==> config.mk <==
export PLATFORM = sky130hd
export DESIGN_NAME = ternary_matvec_seq
export DESIGN_NICKNAME = d
export VERILOG_FILES = /design/src/rtl/ternary_matvec_seq.sv
export SDC_FILE = /design/constraint.sdc
export NUM_CORES = 1
export LEC_CHECK = 0
export CAP_MARGIN = 20
export CORE_UTILIZATION = 35
export DETAILED_ROUTE_END_ITERATION = 16
export SYNTH_ARGS = -nofsm -noshare
export SYNTH_HDL_FRONTEND = slang
export SYNTH_SLANG_ARGS = --single-unit
==> constraint.sdc <==
create_clock -name clk_i -period 3.8 [get_ports clk_i]
set_clock_uncertainty 0.1 [all_clocks]
set_input_delay 0.76 -clock clk_i [delete_from_list [all_inputs] [get_ports clk_i]]
set_output_delay 0.76 -clock clk_i [all_outputs]
set_load 0.05 [all_outputs]
==> src/rtl/ternary_matvec_seq.sv <==
// ternary_matvec_seq: sequential ternary matrix-vector multiply, y[i] = sum_j m[i][j]*x[j], one column per cycle.
// Latency: operands accepted at edge N, out_valid_o is registered high after edge N+P_D; one result per P_D+2 cycles.
// Backpressure: in_ready_o only in IDLE; result is held stable in DONE until out_valid_o && out_ready_i.
// Optional build macro: TERNARY_MATVEC_SATURATE_EN (clamp outputs instead of modular wrap).

package config_pkg;
   localparam int D    = 4;
   localparam int FP_W = 8;

   // Raw two's complement fixed-point sample; the exponent is implied and shared by x and y
   typedef logic signed [FP_W-1:0] fixed_point_t;
   // Ternary weight: 2'b01 = +1, 2'b11 = -1, 2'b00 = 0, 2'b10 is illegal and acts as 0
   typedef logic [1:0]             ternary_t;
   typedef ternary_t     [D-1:0]   ternary_row_t;
   // m[i][j]: row i, column j
   typedef ternary_row_t [D-1:0]   ternary_matrix_t;
   typedef fixed_point_t [D-1:0]   vector_t;
endpackage

module ternary_matvec_seq
   import config_pkg::*;
#(
   // Must equal config_pkg::D, since the port types are sized by the package
   parameter int P_D     = config_pkg::D,
   parameter int P_ACC_W = $bits(fixed_point_t) + $clog2(P_D) + 1
) (
   input  logic            clk_i,
   input  logic            rst_i,
   input  logic            in_valid_i,
   output logic            in_ready_o,
   input  ternary_matrix_t in_matrix_i,
   input  vector_t         in_vector_i,
   output logic            out_valid_o,
   input  logic            out_ready_i,
   output vector_t         out_vector_o,
   output logic            busy_o
);

   localparam int W     = $bits(fixed_point_t);
   localparam int COL_W = $clog2(P_D);

   typedef logic signed [P_ACC_W-1:0] acc_t;
   typedef enum logic [1:0] {IDLE, RUN, DONE} state_e;

   state_e            state_q;
   ternary_matrix_t   mat_q;
   vector_t           vec_q;
   acc_t              acc_q [P_D];
   acc_t              acc_d [P_D];
   acc_t              x_sext;
   logic [COL_W-1:0]  col_q;
   logic              in_ready_q;
   logic              out_valid_q;
   logic              busy_q;
   vector_t           out_vec;

`ifdef TERNARY_MATVEC_SATURATE_EN
   // Largest / smallest fixed_point_t values expressed at accumulator width
   localparam acc_t FP_MAX = {{(P_ACC_W-W+1){1'b0}}, {(W-1){1'b1}}};
   localparam acc_t FP_MIN = ~FP_MAX;
`endif

   // Per-lane add/subtract/hold of the current column's x element
   always_comb begin
      x_sext = acc_t'($signed(vec_q[col_q]));
      for (int i = 0; i < P_D; i++) begin
         acc_d[i] = acc_q[i];
         case (mat_q[i][col_q])
            2'b01:   acc_d[i] = acc_q[i] + x_sext;
            2'b11:   acc_d[i] = acc_q[i] - x_sext;
            default: acc_d[i] = acc_q[i];
         endcase
      end
   end

   // Narrow each accumulator to fixed_point_t for the output
   always_comb begin
      out_vec = '0;
      for (int i = 0; i < P_D; i++) begin
`ifdef TERNARY_MATVEC_SATURATE_EN
         if (acc_q[i] > FP_MAX) begin
            out_vec[i] = fixed_point_t'(FP_MAX);
         end else if (acc_q[i] < FP_MIN) begin
            out_vec[i] = fixed_point_t'(FP_MIN);
         end else begin
            out_vec[i] = acc_q[i][W-1:0];
         end
`else
         out_vec[i] = acc_q[i][W-1:0];
`endif
      end
   end

   // Control FSM with registered handshake outputs, operand capture and accumulation
   always_ff @(posedge clk_i) begin
      if (rst_i) begin
         state_q     <= IDLE;
         in_ready_q  <= 1'b1;
         out_valid_q <= 1'b0;
         busy_q      <= 1'b0;
         col_q       <= '0;
         mat_q       <= '0;
         vec_q       <= '0;
         for (int i = 0; i < P_D; i++) acc_q[i] <= '0;
      end else begin
         case (state_q)
            IDLE: begin
               if (in_valid_i && in_ready_q) begin
                  mat_q      <= in_matrix_i;
                  vec_q      <= in_vector_i;
                  col_q      <= '0;
                  for (int i = 0; i < P_D; i++) acc_q[i] <= '0;
                  state_q    <= RUN;
                  in_ready_q <= 1'b0;
                  busy_q     <= 1'b1;
               end
            end
            RUN: begin
               for (int i = 0; i < P_D; i++) acc_q[i] <= acc_d[i];
               if (col_q == COL_W'(P_D - 1)) begin
                  col_q       <= '0;
                  state_q     <= DONE;
                  out_valid_q <= 1'b1;
               end else begin
                  col_q <= col_q + 1'b1;
               end
            end
            DONE: begin
               if (out_ready_i) begin
                  state_q     <= IDLE;
                  out_valid_q <= 1'b0;
                  busy_q      <= 1'b0;
                  in_ready_q  <= 1'b1;
               end
            end
            default: begin
               state_q     <= IDLE;
               in_ready_q  <= 1'b1;
               out_valid_q <= 1'b0;
               busy_q      <= 1'b0;
            end
         endcase
      end
   end

   assign in_ready_o   = in_ready_q;
   assign out_valid_o  = out_valid_q;
   assign busy_o       = busy_q;
   assign out_vector_o = out_vec;

endmodule
# Word level (Yosys, flattened, before mapping)
# Memories as Yosys holds them, arrays and structs flattened.
# Index checks and enable logic that the tools add are counted.
# word_totals
regBits	71
mem_bits_rw	44
in_bits	68
out_inout_bits	35
wordCells	114
n_memories	1
# memory_table
name	words	width	read_ports	rd_clocked_by_memory_dff	wr	line	source
acc_q	4	11	4	0	4	48	acc_t acc_q [P_D];
# op_classes
n_addsub	9
magnitude_cmp	1
eq_ne	14
n_mux	46
n_bitwise	10
reduce_logical	8
# ops
operator	count
2-to-1 mux 11 bit	8
one-hot mux 11 bit (2 select lines)	4
adder 11 x 8 -> 11 bit	4
subtractor 11 x 8 -> 11 bit	4
2-to-1 mux 2 bit	9
binary-select mux 2 bit (select 2 bit)	4
binary-select mux 8 bit (select 2 bit)	1
2-to-1 mux 1 bit	14
equality test 2 bit (second input constant)	6
equality test 2 x 1 -> 1 bit (second input constant)	5
one-hot mux 1 bit (3 select lines)	3
AND reduction 3 bit	3
2-to-1 mux 8 bit	1
bitwise OR 1 bit	8
!= test 2 bit (second input constant)	3
one-hot mux 2 bit (3 select lines)	1
one-hot mux 2 bit (2 select lines)	1
AND reduction 2 bit	2
less-than comparator 2 x 3 -> 1 bit (second input constant)	1
adder 2 x 1 -> 2 bit (second input constant)	1
logical NOT 2 bit	1
inverter 1 bit	2
nonzero test 2 bit	1
logical AND 1 bit	1

# Depth between registers and ports, before layout
# Gate-level depths: netlist (run 1).
# depth
depth_word	7
depth_mapped	16
ltp_nobuf	13

# Least setup slack after synthesis (run 1)
# Ideal clock, no wire load.
# synth_timing
path_type	reg2reg
from	register col_q[1]
to	memory acc_q[2][7] (netlist bit)
setup_ns	0.073
t_arrival_ns	3.540
required_ns	3.627
path_slack_ns	0.086
stages_incl_launch_ff	15
path_buffers	3
period_less_slack_ns	3.714
cell_sequence	dfxtp_1 buf_2 buf_2 mux4_2 buf_2 nor2_1 nor4b_1 nor2_1 xnor2_1 ha_1 or3_1 a311oi_1 nor3_1 or4_4 o211ai_2
# synth_lines
item	line	source
start, declared	51	logic [COL_W-1:0] col_q;
start signal, assigned	125	col_q <= col_q + 1'b1;
end, declared	48	

==> impl_metrics.py, run 1 <==
metrics = {
    "run_status": {
        "outcome": "finished, final reports clean",
    },
    "timing": {
        "setup_slack_ps": 148,
        "drv_slew": 0,
        "hold_ws_ps": 354,
        "min_period_over_period_pct": 96.1,
        "worst_slew_pin_slew_ps": 806,
        "grt_setup_unrepaired": "yes",
        "finalSetupViolations": 0,
        "max_slew_margin_pct": 46.3,
        "period_needed_ps": 3650,
        "max_freq_mhz": 274,
        "hold_violations": 0,
    },
    "clocking": {
        "clock_latency_ps": 350,
        "clockBufferDepth": 2,
        "cts_sinks": 103,
        "cts_buffers": 9,
        "path_clk_slew_ps": 70,
        "tritoncts": "built",
        "htree_levels": 3,
        "root_buffer": "clkbuf_16",
    },
    "cells_and_area": {
        "drive_gt1_share_pct": 8.57,
        "syn_to_final_growth_pct": 28.2,
        "layout_commonest_cell": "nand2_1",
        "most-common-layout-cells": "151 x nand2_1, 101 x clkdlybuf4s50_1, 86 x a21oi_1, 79 x dfxtp_1, 49 x nor2_1",
        "antennaDiodeCount": 0,
        "n_fill_cell": 1486,
        "final_nets": 832,
    },
    "place": {
        "dp_slack_ps": 175,
        "dpl.hpwl_um": 10700,
        "gp_congestion": 0.876,
        "portBuffers": 102,
    },
    "floorplanning": {
        "die_x_um": 128,
        "io-pin-count": 103,
        "die_y_um": 128,
        "start_util_pct": 36.4,
        "core_um2": 15400,
        "rows": 45,
        "dieArea_um2": 16500,
    },
    "routing": {
        "drt_iter0_markers": 274,
        "ant_nets": 0,
        "wl_um": 13700,
        "num_vias": 4626,
        "viasPerCell": 4.89,
        "drc_errors": 0,
        "wire_per_inst_um": 14.5,
        "drt_first_pass_iters": 5,
    },
    "grt": {
        "grt_overflow_total": 0,
        "antenna_found_initial": 0,
        "grt_pass1_vias": 4548,
        "grt_pass1_wl_um": 22400,
        "grt_use_total_pct": 17.6,
        "grt_max_degree": 65,
    },
    "synth": {
        "async_reset_ff_share_pct": 0,
        "synth.top_cell.area_share_pct": 28.3,
        "avgSynthCellArea_um2": 8.76,
        "syn_inst": 638,
        "syn_nets": 740,
        "synth_edf_count": 24,
        "synth-main-ff-cell": "dfxtp_1",
        "ys_warn_count": 0,
        "synth_seq_cells": 103,
        "syn-cell-area_um2": 5590,
        "synth_cell_types": 47,
        "synthTopCellsByArea": "dfxtp_1 28%, edfxtp_1 13%, nand2_1 10%",
        "ys_seq_area_share_pct": 41.2,
        "synth_top_area_cell": "dfxtp_1",
    },
    "hold_path": {
        "min_from": "mat_q[20]",
        "whs_path_depth": 2,
        "hp-class": "flop to flop",
        "worstHoldEndpoint": "mat_q[20]",
    },
    "worst_setup_path": {
        "worstRegToRegCells": 13,
        "cp.required_ps": 3930,
        "end_kind": "flop",
        "r2r_end": "acc_q[2][6]",
        "rr_startpoint": "col_q[0]",
        "start_kind": "flop",
        "critPathMaxFanout": 9,
        "reg2reg_slack_ps": 150,
        "path_class": "flop to flop",
        "arrival_ps": 3780,
    },
    "pwr": {
        "pwr_density_cell_nw_per_um2": 525,
        "p_leak_nw": 2.74,
        "peakVddDrop_mv": 0.271,
    },
    "flow_run": {
        "drv_cap": 0,
    },
}
==> cell usage after synthesis, drive strengths merged (3+ instances only) <==
cell type and n:
nor2b 10, xnor2 34, nor3 8, o21ai 14, a21o 7, clkbuf 30, mux4 16, a21oi 87
dfxtp 79, mux2i 3, ha 30, nor2 49, and2 10, xor2 7, inv 24, nand2b 3
edfxtp 24, fa 4, buf 11, a22oi 3, nand2 152, or3 7, a211o 3
==> worst max-delay path, cell delays in order (launching register included) <==
cell     delay [ps]
dfxtp_1         340
buf_4           190
mux4_2          600
buf_4           190
or3_1           380
nor2b_1         170
xnor2_1         210
ha_1            320
o21ai_0         130
a21oi_1         130
o21a_1          200
or3_1           310
a32oi_1         200
nor2_1           60
==> per-stage QoR <==
| stage | total power (W) | utilization [%] | TNS, ps | instances | cell area (um^2) |
|---|---|---|---|---|---|
| 2_1_floorplan | 0.00242 | - | 0 | 638 | 5590 |
| 3_5_place_dp | 0.00282 | 44.3 | 0 | 927 | 6820 |
| 4_1_cts | 0.00377 | 46.3 | 0 | 943 | 7120 |
| 6_report | 0.00376 | 46.6 | 0 | 946 | 7160 |
| 5_1_grt | 0.00400 | 46.6 | -9.49 | 946 | 7160 |
| 3_3_place_gp | 0.00278 | 44.3 | 0 | 927 | 6820 |
==> layout make-up <==
type                            instances  area (um^2)  share of cell area [%]
Clock inverter                          7         77.6                    1.08
Tap cell                              211          264                    3.69
Sequential cell                       103         2300                    32.1
Multi-Input combinational cell        470         3030                    42.3
Clock buffer                            9          225                    3.14
Timing Repair Buffer                  122         1170                    16.3
Inverter                               24         90.1                    1.26
==> where the power goes <==
group / internal, W / switching [W]
registers: 0.00123 / 0.0000696
clock network: 0.000520 / 0.000433
logic: 0.000665 / 0.000841
==> sequential cells by signal, summed over array words and instances, names as in the netlist <==
| name | count |
|---|---|
| acc_q | 32 |
| col_q | 2 |
| vec_q | 32 |
| out_valid_o | 1 |
| in_ready_o | 1 |
| state_q | 2 |
| mat_q | 32 |
| busy_o | 1 |
==> worst max-delay path by stage <==
| stage | start | endpoint | slack [ps] | cells after the start |
|---|---|---|---|---|
| 6_report | col_q[0] | acc_q[2][6] | 150 | 13 |
| 5_1_grt | col_q[0] | acc_q[2][6] | -9 | 13 |
| 4_1_cts | col_q[1] | acc_q[2][7] | 160 | 13 |
| 3_5_place_dp | col_q[1] | acc_q[2][7] | 170 | 13 |
| 3_3_place_gp | col_q[1] | acc_q[2][7] | 200 | 13 |
| 2_1_floorplan | col_q[1] | acc_q[2][7] | 90 | 14 |
==> cell families (layout without fill, tap and decap cells) <==
family | Yosys count | in the layout | share of synthesized area, %
flip-flops | 103 | 103 | 41.2
multiplexers | 20 | 20 | 7.32
buffers and inverters | 65 | 162 | 4.88
AO/OA/AOI/OAI | 127 | 127 | 12.8
AND/OR/NAND/NOR | 248 | 248 | 19.1
XOR/XNOR | 41 | 41 | 6.56
adder cells (fa/ha/maj) | 34 | 34 | 8.15
==> routing by layer <==
metal / up-vias / global-route usage [%] / share of wire [%]
met5: - / 0 / 0
met3: 16 / 4.24 / 4.4
met4: 0 / 5.26 / 1.5
met2: 115 / 29.3 / 47
li1: 2334 / - / -
met1: 2161 / 22.4 / 47
==> what timing repair did <==
action                                  4_1_cts  5_1_grt
buffers inserted                              0        3
endpoints found under the setup margin        0        3
gates resized for setup                       0        5
hold buffers                                  0        0
hold endpoints to repair                      0        0
Note: power is estimated with default switching activity, not from simulation.
==> run 2, diff against run 1 <==
--- a/config.mk
+++ b/config.mk
@@ -5,9 +5,10 @@
 export SDC_FILE = /design/constraint.sdc
 export NUM_CORES = 1
 export LEC_CHECK = 0
-export CAP_MARGIN = 20
+export CAP_MARGIN = 5
 export CORE_UTILIZATION = 35
 export DETAILED_ROUTE_END_ITERATION = 16
+export GPL_ROUTABILITY_DRIVEN = 0
 export SYNTH_ARGS = -nofsm -noshare
 export SYNTH_HDL_FRONTEND = slang
 export SYNTH_SLANG_ARGS = --single-unit
==> results of run 2 <==
Same layout as run 1: the final DEF is identical, and so are final timing and power.
==> run 3, diff against run 2 <==
--- a/config.mk
+++ b/config.mk
@@ -5,10 +5,11 @@
 export SDC_FILE = /design/constraint.sdc
 export NUM_CORES = 1
 export LEC_CHECK = 0
-export CAP_MARGIN = 5
+export CAP_MARGIN = 20
 export CORE_UTILIZATION = 35
 export DETAILED_ROUTE_END_ITERATION = 16
 export GPL_ROUTABILITY_DRIVEN = 0
+export HOLD_SLACK_MARGIN = 0.02
 export SYNTH_ARGS = -nofsm -noshare
 export SYNTH_HDL_FRONTEND = slang
 export SYNTH_SLANG_ARGS = --single-unit
==> results of run 3 <==
Same layout as run 1: the final DEF is identical, and so are final timing and power.
